$ cat src/rtl/booth_radix4_mult_if.sv
// Start/busy handshake bundle for the radix-4 Booth multiplier.
// The master issues operands and mode; the slave returns the product with busy/done status.
interface booth_radix4_mult_if #(
    parameter int WIDTH = 8
);
    logic                 start;
    logic                 signed_mode;
    logic [WIDTH-1:0]     a;
    logic [WIDTH-1:0]     b;
    logic [2*WIDTH-1:0]   product;
    logic                 busy;
    logic                 done;

    modport master (
        output start, signed_mode, a, b,
        input  product, busy, done
    );

    modport slave (
        input  start, signed_mode, a, b,
        output product, busy, done
    );
endinterface

$ cat src/rtl/booth_radix4_mult.sv
// Sequential radix-4 Booth multiplier: retires two multiplier bits per clock.
// A single datapath serves signed and unsigned modes by extending operands to WIDTH+2 bits.
module booth_radix4_mult #(
    parameter int WIDTH = 8
) (
    input  logic                clk,
    input  logic                rst_n,
    booth_radix4_mult_if.slave  bus
);
    localparam int E  = WIDTH + 2;
    localparam int N  = E / 2;
    localparam int AW = 2 * E;
    localparam int CW = $clog2(N) + 1;

    typedef enum logic {IDLE, CALC} state_t;

    state_t              state_q, state_d;
    logic [AW-1:0]       mcand_q, mcand_d;
    logic [E:0]          mplr_q, mplr_d;
    logic [AW-1:0]       acc_q, acc_d;
    logic [CW-1:0]       cnt_q, cnt_d;
    logic [2*WIDTH-1:0]  product_q, product_d;
    logic                busy_q, busy_d;
    logic                done_q, done_d;

    logic [AW-1:0]       a_ext;
    logic [E-1:0]        b_ext;
    logic [AW-1:0]       pp;
    logic [AW-1:0]       acc_sum;

    assign a_ext = bus.signed_mode ? {{(AW-WIDTH){bus.a[WIDTH-1]}}, bus.a}
                                   : {{(AW-WIDTH){1'b0}}, bus.a};
    assign b_ext = bus.signed_mode ? {{2{bus.b[WIDTH-1]}}, bus.b}
                                   : {2'b00, bus.b};

    // The multiplicand register is pre-shifted by 2 each cycle, which supplies the 4^i weight.
    always_comb begin
        pp = '0;
        case (mplr_q[2:0])
            3'b001, 3'b010: pp = mcand_q;
            3'b011:         pp = mcand_q << 1;
            3'b100:         pp = '0 - (mcand_q << 1);
            3'b101, 3'b110: pp = '0 - mcand_q;
            default:        pp = '0;
        endcase
    end

    assign acc_sum = acc_q + pp;

    always_comb begin
        state_d   = state_q;
        mcand_d   = mcand_q;
        mplr_d    = mplr_q;
        acc_d     = acc_q;
        cnt_d     = cnt_q;
        product_d = product_q;
        busy_d    = busy_q;
        done_d    = 1'b0;

        case (state_q)
            IDLE: begin
                busy_d = 1'b0;
                if (bus.start) begin
                    mcand_d = a_ext;
                    mplr_d  = {b_ext, 1'b0};
                    acc_d   = '0;
                    cnt_d   = '0;
                    busy_d  = 1'b1;
                    state_d = CALC;
                end
            end
            CALC: begin
                acc_d   = acc_sum;
                mcand_d = mcand_q << 2;
                mplr_d  = mplr_q >> 2;
                cnt_d   = cnt_q + CW'(1);
                // Truncation to 2*WIDTH bits is exact because the true product always fits.
                if (cnt_q == CW'(N - 1)) begin
                    product_d = acc_sum[2*WIDTH-1:0];
                    done_d    = 1'b1;
                    busy_d    = 1'b0;
                    state_d   = IDLE;
                end
            end
            default: state_d = IDLE;
        endcase
    end

    always_ff @(posedge clk or negedge rst_n) begin
        if (!rst_n) begin
            state_q   <= IDLE;
            mcand_q   <= '0;
            mplr_q    <= '0;
            acc_q     <= '0;
            cnt_q     <= '0;
            product_q <= '0;
            busy_q    <= 1'b0;
            done_q    <= 1'b0;
        end else begin
            state_q   <= state_d;
            mcand_q   <= mcand_d;
            mplr_q    <= mplr_d;
            acc_q     <= acc_d;
            cnt_q     <= cnt_d;
            product_q <= product_d;
            busy_q    <= busy_d;
            done_q    <= done_d;
        end
    end

    assign bus.product = product_q;
    assign bus.busy    = busy_q;
    assign bus.done    = done_q;
endmodule
$ cat src/flat_wrapper.sv
// flat-port wrapper written by rule: the top's interface ports become plain ports
module booth_radix4_mult_flat 
#(
    parameter int WIDTH = 8
)
  (clk, rst_n, bus_start, bus_signed_mode, bus_a, bus_b, bus_product, bus_busy, bus_done);
  booth_radix4_mult_if #(.WIDTH(WIDTH)) bus_i ();
  input  logic clk;
  input  logic rst_n;
  input wire logic [$bits(bus_i.start)-1:0] bus_start;
  input wire logic [$bits(bus_i.signed_mode)-1:0] bus_signed_mode;
  input wire logic [$bits(bus_i.a)-1:0] bus_a;
  input wire logic [$bits(bus_i.b)-1:0] bus_b;
  output wire logic [$bits(bus_i.product)-1:0] bus_product;
  output wire logic [$bits(bus_i.busy)-1:0] bus_busy;
  output wire logic [$bits(bus_i.done)-1:0] bus_done;
  assign bus_i.start = bus_start;
  assign bus_i.signed_mode = bus_signed_mode;
  assign bus_i.a = bus_a;
  assign bus_i.b = bus_b;
  assign bus_product = bus_i.product;
  assign bus_busy = bus_i.busy;
  assign bus_done = bus_i.done;
  booth_radix4_mult #(.WIDTH(WIDTH)) u_core (.clk(clk), .rst_n(rst_n), .bus(bus_i));
endmodule
$ cat config.mk
export PLATFORM = sky130hd
export DESIGN_NAME = booth_radix4_mult_flat
export DESIGN_NICKNAME = d
export VERILOG_FILES = /design/src/rtl/booth_radix4_mult_if.sv /design/src/rtl/booth_radix4_mult.sv /design/src/flat_wrapper.sv
export SDC_FILE = /design/constraint.sdc
export NUM_CORES = 1
export LEC_CHECK = 0
export ABC_AREA = 1
export CORE_AREA = 2 2 104 86
export CTS_BUF_LIST = sky130_fd_sc_hd__clkbuf_2
export DETAILED_ROUTE_END_ITERATION = 10
export DIE_AREA = 0 0 106 88
export GPL_TIMING_DRIVEN = 1
export PLACE_DENSITY_LB_ADDON = 0.3
export RECOVER_POWER = 50
export SKIP_CTS_REPAIR_TIMING = 1
export SYNTH_ARGS = -nofsm -noshare
export SYNTH_HDL_FRONTEND = slang
export SYNTH_SLANG_ARGS = --single-unit
$ cat constraint.sdc
create_clock -name clk -period 4.65 [get_ports clk]
set_input_delay 0.93 -clock clk [delete_from_list [all_inputs] [get_ports clk]]
set_output_delay 0.93 -clock clk [all_outputs]
set_load 0.02 [all_outputs]
## After elaboration in Yosys (flattened, before gate mapping)

Index checks and enable logic that the tools add are counted.

| cells by class | value |
|---|---|
| add/sub/neg operators | 4 |
| eq/ne operators | 9 |
| mux-type cells | 18 |
| bitwise logic cells | 1 |
| reduce and logical (&&, ||, !) cells | 3 |

Operator list:

| kind | count |
|---|---|
| case mux 20 bit (2 select lines) | 2 |
| case mux 20 bit (4 select lines) | 1 |
| 2-to-1 mux 20 bit | 3 |
| subtractor 1 x 20 -> 20 bit, first input constant | 2 |
| case mux 11 bit (2 select lines) | 1 |
| adder 20 bit | 1 |
| 2-to-1 mux 11 bit | 1 |
| 2-to-1 mux 10 bit | 1 |
| == test 3 bit, second input constant | 3 |
| case mux 4 bit (2 select lines) | 1 |
| == test 3 x 2 -> 1 bit, second input constant | 2 |
| 2-to-1 mux 1 bit | 5 |
| adder 4 x 1 -> 4 bit, second input constant | 1 |
| == test 4 x 3 -> 1 bit, second input constant | 1 |
| 2-to-1 mux 4 bit | 1 |
| != test 2 bit, second input constant | 2 |
| case mux 1 bit (2 select lines) | 2 |
| OR reduction 2 bit | 2 |
| == test 3 x 1 -> 1 bit, second input constant | 1 |
| AND reduction 2 bit | 1 |
| NOT 1 bit | 1 |

| storage, ports and cells | value |
|---|---|
| register bits after elaboration | 74 |
| input bits | 20 |
| output and inout bits | 18 |
| logic and storage cells | 43 |

## Depth between registers and ports, before layout

Gate-level depths: netlist (run 1).

| logic depth | value |
|---|---|
| depth in word-level cells | 5 |
| mapped depth | 20 |
| mapped depth without buffers | 20 |

## Worst setup path before layout (run 1)

OpenSTA, ideal clock, no wires.

| timing path | value |
|---|---|
| path type | reg2reg |
| start point | reg u_core.mcand_q[0] |
| end point | reg u_core.acc_q[11] |
| library setup time | 66 ps |
| arrival time | 2562 ps |
| data required time | 4584 ps |
| path slack | 2022 ps |
| stages on the path, launching flop included | 16 |
| buffers on the path | 0 |
| clock period less this slack | 2628 ps |
| path through | dfrtp_1 -> inv_2 -> ha_1 -> inv_1 -> nor2_8 -> xor2_1 -> inv_1 -> a221o_1 -> ha_1 -> a21o_1 -> a31oi_1 -> nand2_1 -> a21oi_1 -> xnor2_1 -> nand2_1 -> nand2_1 |

| on the way | value |
|---|---|
| word-level cells in the longest chain between the ends | 4 |
| elaborated cells on any way between the ends | 5 |
| classes of those cells | add/sub: 3; mux: 2 |

RTL lines:

| element | RTL line | source |
|---|---|---|
| start, declared | booth_radix4_mult.sv:18 | `logic [AW-1:0] mcand_q, mcand_d;` |
| start signal, assigned | booth_radix4_mult.sv:101 | `mcand_q <= mcand_d;` |
| subtractor 1 x 20 -> 20 bit, on equally long branches | booth_radix4_mult.sv:43, booth_radix4_mult.sv:42 |  |
| case mux 20 bit (4 select lines) (*) | booth_radix4_mult.sv:39 | `case (mplr_q[2:0])` |
| adder 20 bit (*) | booth_radix4_mult.sv:48 | `assign acc_sum = acc_q + pp;` |
| case mux 20 bit (2 select lines) (*) | booth_radix4_mult.sv:60 | `case (state_q)` |
| end signal, assigned | booth_radix4_mult.sv:94 | `acc_q <= '0;` |
| end signal, assigned | booth_radix4_mult.sv:103 | `acc_q <= acc_d;` |
| end, declared | booth_radix4_mult.sv:20 | `logic [AW-1:0] acc_q, acc_d;` |

Every way passes the cells marked *; elsewhere a longest branch is shown, timed or not.
A chain may end at the register's enable or synchronous reset.

==> results of run 1 <==
## routing by layer
layer	track usage [%]	vias to the layer above	wire (um)
li1	-	1793	-
met1	31.9	1757	4690
met2	37.1	137	4520
met3	4.17	14	667
met4	6.46	0	119
met5	0	-	0
## final cells by class
class | count | area [um2]
Inverter | 52 | 198
Clock buffer | 9 | 45.0
Clock inverter | 7 | 71.3
Timing Repair Buffer | 39 | 375
Sequential cell | 65 | 1630
Tap cell | 112 | 140
Fill cell | 770 | 3690
Multi-Input combinational cell | 378 | 2150
## final timing paths
kind	startpoint	endpoint	cells after the start
worst min-delay path	u_core.bus.product[11]	u_core.bus.product[11]	2
worst min register to register	u_core.bus.product[11]	u_core.bus.product[11]	2
worst max register to register	u_core.mcand_q[0]	u_core.bus.product[14]	15
min in group asynchronous	rst_n	u_core.mcand_q[12]	1
max in group clk	u_core.mcand_q[0]	u_core.bus.product[14]	15
worst max-delay path	rst_n	u_core.acc_q[3]	2
## synth_stat cells, types with 8 or more instances
library cell	number	area (um2)
nor2_1	27	101
inv_2	8	30.0
inv_1	43	161
o221ai_1	16	140
nand2_1	149	559
o21ai_0	25	125
ha_1	18	225
o21ai_1	9	45.0
a21oi_1	22	110
xor2_1	9	78.8
nand3_1	35	175
clkbuf_1	9	33.8
nand3_2	8	80.1
dfrtp_1	65	1630
## where the power goes
group	switching [uW]	total [uW]	internal, uW
logic	1510	2370	856
registers	197	1000	807
clock network	228	350	123
total	1940	3720	1790
## stage by stage
step	power, uW	util, %	std cells	setup WS, ns
2_1_floorplan	2740	-	509	2.02
3_3_place_gp	3320	54.3	646	1.71
3_5_place_dp	3370	54.3	646	1.63
4_1_cts	3730	55.7	662	1.57
5_1_grt	4080	55.5	662	0.666
6_report	3720	55.5	662	1.35
## flip-flops by register name, indices dropped and copies added (netlist names)
name and flops:
u_core.acc_q 16, u_core.bus.busy 1, u_core.bus.done 1, u_core.bus.product 16, u_core.cnt_q 4, u_core.mcand_q 16, u_core.mplr_q 10, u_core.state_q 1
## logic make-up (layout without fill, tap and decap cells)
logic type	after synthesis	after routing	share of synthesized area, %
AO/OA/AOI/OAI	101	101	16.2
buffers and inverters	66	107	6.43
flip-flops	65	65	40.2
adder cells (fa/ha/maj)	19	19	6.06
XOR/XNOR	12	12	2.60
AND/OR/NAND/NOR	246	246	28.5
## worst register-to-register path, cell delays in order (launching register included)
cell     delay (ns)
dfrtp_1        0.44
inv_2          0.12
ha_1           0.23
inv_1          0.13
nor2_8         0.16
xor2_1         0.16
inv_1          0.07
a221o_1        0.30
ha_1           0.35
a21oi_1        0.31
o21ai_0        0.15
a21oi_1        0.24
nand2_1        0.10
nand2_1        0.08
nand3_1        0.08
o21ai_1        0.16
==> results by group, run 1 <==
Layout
  • Ant diodes: 0
  • Leading cell types in the layout, fill and taps excluded: nand2_1 (149), dfrtp_1 (65), inv_1 (45), clkdlybuf4s50_1 (36), nand3_1 (35)
  • Most common cell after layout, fill and taps aside: nand2_1
  • Post-layout net count: slightly below 600
  • Share of cells above drive strength 1: a little under a tenth
  • Synthesis-to-layout area growth: 13.9%
  • Design Area, Final: 4610 um2

Timing
  • Tmin final: 3.30 ns
  • WHS: between 0.5 and 0.6 ns
  • Final setup violation count: 0
  • Max-slew violation count: slightly below 70
  • Final period utilization: roughly 71%
  • Fmax: about 0.30 GHz
  • RSZ-0062 raised after global routing: no
  • Worst clock skew: ~0.030 ns
  • Worst-margin pin slew: 1.99 ns
  • Final setup TNS: 0 ns
  • Max-slew headroom: -32.5%
  • Final Hold Vio Count: 0

Die
  • FP Rows: 30
  • Initial Util: approximately half
  • # IOs: 38
  • Core area: 8300 um2
  • Die ar.: between 9000 and 10000 um2
  • Die height: between 80 and 90 um
  • Die width: around 110 um

Route
  • Drt first-iter violations: 219
  • DR vias/cell: roughly 5.6
  • Routed len/inst: between 15 and 20 um
  • Total wire length: 10000 um
  • Post-route ant nets: 0
  • Total vias in the final route: 3701
  • DRC viols: 0
  • Iteration count of the initial detailed-routing pass: 5

Worst setup path
  • Critical Path AT: 3.55 ns
  • CP max-delay cell: clkbuf_1
  • Worst-path fanout max: 37
  • CP Capture Type: asynchronous set/reset pin
  • Cell mode on critical path: clkbuf_1
  • Worst-path cell chain: clkbuf_1, clkbuf_1
  • Worst endpoint required time: ~4.9 ns
  • R2R Setup Slk: about 1.5 ns
  • Crit path kind: in -> async
  • CP bufs+invs: 2
  • Cell family with most CP delay: buffers and inverters
  • Worst path max stage delay: around 1.5 ns
  • CP Launch Type: input pin

Power and ir drop
  • Peak supply drop: between 0.0003 and 0.0004 V
  • Static Leak: ~0.0022 uW
  • Pwr Density: 808 nW/um2

Placement
  • PortBufs: 37
  • DP Wirelength: between 7000 and 8000 um
  • Post-DP Area: roughly 4500 um2
  • Gp weighted congestion: approximately 1.0

Yosys
  • Ys async rst share: 100%
  • Synth Register Bits: 65
  • YS warnings: 0
  • Synth Cell Area: ~4000 um2
  • Synth Flop Type: dfrtp_1
  • Library cells used by synthesis: between 40 and 50
  • EDFF count, synth: 0
  • Register area share after synthesis: 40.2%
  • Syn Area/Cell: approximately 8 um2
  • Cell count after synthesis: ~500
  • Syn nets: between 500 and 600

Run status
  • Status: finished with violations
  • Failing checks: max-capacitance violations, max-slew violations

GRT
  • Vias in the first global route: 3472
  • Pin count of the biggest net entering global routing: 38
  • Grt ovf: 0
  • First-pass GRT wire length: 16900 um
  • Initial antenna violation count: 0
  • Total track usage: a little under a quarter

Clock network
  • Clock Latency Late Sink: 0.51 ns
  • Reg clk slew, reported paths: between 0.15 and 0.2 ns
  • Cts bufs inserted: 9
  • Max clock buf depth: 2
  • CTS tree: built
  • CTS Sinks: 65
  • Root buf cell: clkbuf_2
  • H-Tree Depth: 3

Hold path
  • Hold Path Class: reg -> reg

Run
  • Maxcap violations: 2
(Power assumes the default switching activity.)
==> run 2, diff against run 1 <==
==> constraint.sdc (replaced) <==
create_clock -name clk -period 3 [get_ports clk]
set_input_delay 0.6 -clock clk [delete_from_list [all_inputs] [get_ports clk]]
set_output_delay 0.6 -clock clk [all_outputs]
set_load 0.02 [all_outputs]
==> run 2 against run 1 <==
The flow now finishes without violations. Die area did not move. Clock skew fell by 0.0030 ns. Sequential power rose by 52%. Critical path type is now reg -> reg. Critical endpoint is now u_core.acc_q[8]. Largest cell class unchanged.
==> results by group, run 2 (same netlist as run 1, synthesis figures left out) <==
Clock network
  • Max clock buf depth: 2
  • H-Tree Depth: 3
  • CTS Sinks: 65
  • Clock Latency Late Sink: 0.53 ns
  • Root buf cell: clkbuf_2
  • Reg clk slew, reported paths: ~0.2 ns
  • CTS tree: built
  • Cts bufs inserted: 9

Route
  • DR vias/cell: 5.51
  • Post-route ant nets: 0
  • Drt first-iter violations: 240
  • Iteration count of the initial detailed-routing pass: 6
  • Total vias in the final route: 3719
  • Total wire length: a little over 10000 um
  • Routed len/inst: ~15 um
  • DRC viols: 0

Timing
  • Fmax: between 0.3 and 0.4 GHz
  • RSZ-0062 raised after global routing: yes
  • Final setup violation count: 0
  • Worst clock skew: between 0.02 and 0.03 ns
  • Max-slew violation count: 0
  • Tmin final: ~2.8 ns
  • Final setup margin: 0.159 ns
  • WHS: about 0.5 ns
  • Final period utilization: between 90% and 100%
  • Final setup TNS: 0 ns
  • Final Hold Vio Count: 0
  • Max-slew headroom: between 10% and 20%
  • Worst-margin pin slew: 1.26 ns

Layout
  • Share of cells above drive strength 1: roughly 15%
  • Leading cell types in the layout, fill and taps excluded: nand2_1 (145), dfrtp_1 (64), inv_1 (41), clkdlybuf4s50_1 (36), nand3_1 (34)
  • Most common cell after layout, fill and taps aside: nand2_1
  • Post-layout net count: just under 600
  • Fillers: slightly below 800
  • Register Area: 1630 um2
  • Design Area, Final: 4780 um2
  • Area of the multi-input gates: approximately 2200 um2
  • Ant diodes: 0
  • Synthesis-to-layout area growth: 18.1%

Worst setup path
  • Crit path kind: reg -> reg
  • Worst endpoint required time: about 3.4 ns
  • Worst path max stage delay: between 0.4 and 0.5 ns
  • CP Launch Type: flip-flop
  • CP max-delay cell: dfrtp_1
  • Worst-path cell chain: inv_2, buf_6, nand3_4, nor3_1, xor2_1, a221o_1, ha_1, a21oi_2, a21boi_4, o21ai_1, o21ai_0, nand2_1
  • R2R Setup Slk: approximately 0.16 ns
  • Cells on worst reg2reg path: 12
  • Worst r2r src: u_core.mcand_q[0]
  • Critical R2R Capture: u_core.acc_q[8]
  • Critical Path AT: roughly 3.3 ns
  • CP Capture Type: flip-flop
  • Worst setup startpoint: u_core.mcand_q[0]
  • Worst-path fanout max: 6

Die
  • FP Rows: 30
  • Die width: 106 um
  • Die height: between 80 and 90 um
  • Die ar.: slightly above 9000 um2
  • Initial Util: around 49%
  • # IOs: 38
  • Core area: about 8300 um2

Hold path
  • Worst Hold End: u_core.bus.product[5]
  • Hold path depth: 2
  • Worst Hold Launch: u_core.bus.product[5]
  • Hold Path Class: reg -> reg

GRT
  • Total track usage: between 20% and 30%
  • First-pass GRT wire length: between 15000 and 20000 um
  • Grt ovf: 0
  • Pin count of the biggest net entering global routing: 29
  • Vias in the first global route: around 3600
  • Initial antenna violation count: 0

Placement
  • Post-DP Area: about 4500 um2
  • Place WS: ~0.019 ns
  • PortBufs: 37
  • Gp weighted congestion: 1.02
  • DP Wirelength: 7580 um

Power and ir drop
  • Peak supply drop: roughly 0.00069 V
  • P_int: about 2900 uW
  • Sw power: approximately 3100 uW
  • Clk network pwr share: 7.5%
  • Total design power: 6030 uW
  • Combinational power share: 67.3%
  • Pwr Density: between 1000 and 1500 nW/um2
  • Reg power frac: ~25%
  • Static Leak: between 0.002 and 0.0025 uW
  • Sw Ratio: 52.2%

Run
  • Maxcap violations: 0

Run status
  • Status: finished clean
[run 2: how the worst max path moves through the flow]
stage,end,cells past startpoint
detailed placement,u_core.bus.product[14],15
finish,u_core.acc_q[8],12
CTS,u_core.bus.product[14],15
global route,u_core.bus.product[14],21
global placement,u_core.bus.product[14],15
floorplan,u_core.acc_q[11],15
[run 2: per-layer routing]
metal  GRT usage (%)  up-vias  wire [um]
li1                -     1822          -
met1            31.3     1746       4670
met2            38.7      133       4800
met3            4.69       18        591
met4            7.78        0        166
met5               0        -          0
[run 2: layout make-up]
| type | instances | area share (%) |
|---|---|---|
| Clock buffer | 9 | 0.943 |
| Clock inverter | 7 | 0.995 |
| Inverter | 52 | 4.22 |
| Multi-Input combinational cell | 378 | 46.9 |
| Sequential cell | 65 | 34.1 |
| Tap cell | 112 | 2.93 |
| Timing Repair Buffer | 52 | 9.90 |
[run 2: power by group through the flow]
stage	sequential [uW]	clock, uW	combinational, uW
2_1_floorplan	1610	0	2640
3_3_place_gp	1520	0	3670
3_5_place_dp	1530	0	3740
4_1_cts	1510	469	3760
5_1_grt	1570	499	4520
6_report	1520	454	4050
[run 2: critical path: cells and delay by family, from the launching register on]
kind	cells	cell delay (ns)
AOI/OAI and AO/OA	5	1.20
DFF	1	0.44
buffers and inverters	2	0.19
adders and majority gates	1	0.37
xor gates and xnor gates	1	0.13
and+or+nand+nor	3	0.41
[run 2: metrics by stage]
step | utilization [%] | instances
final | 57.6 | 675
after global routing | 57.6 | 675
after CTS | 55.9 | 668
after detailed placement | 54.8 | 652
after global placement | 54.8 | 652
after floorplan | - | 509
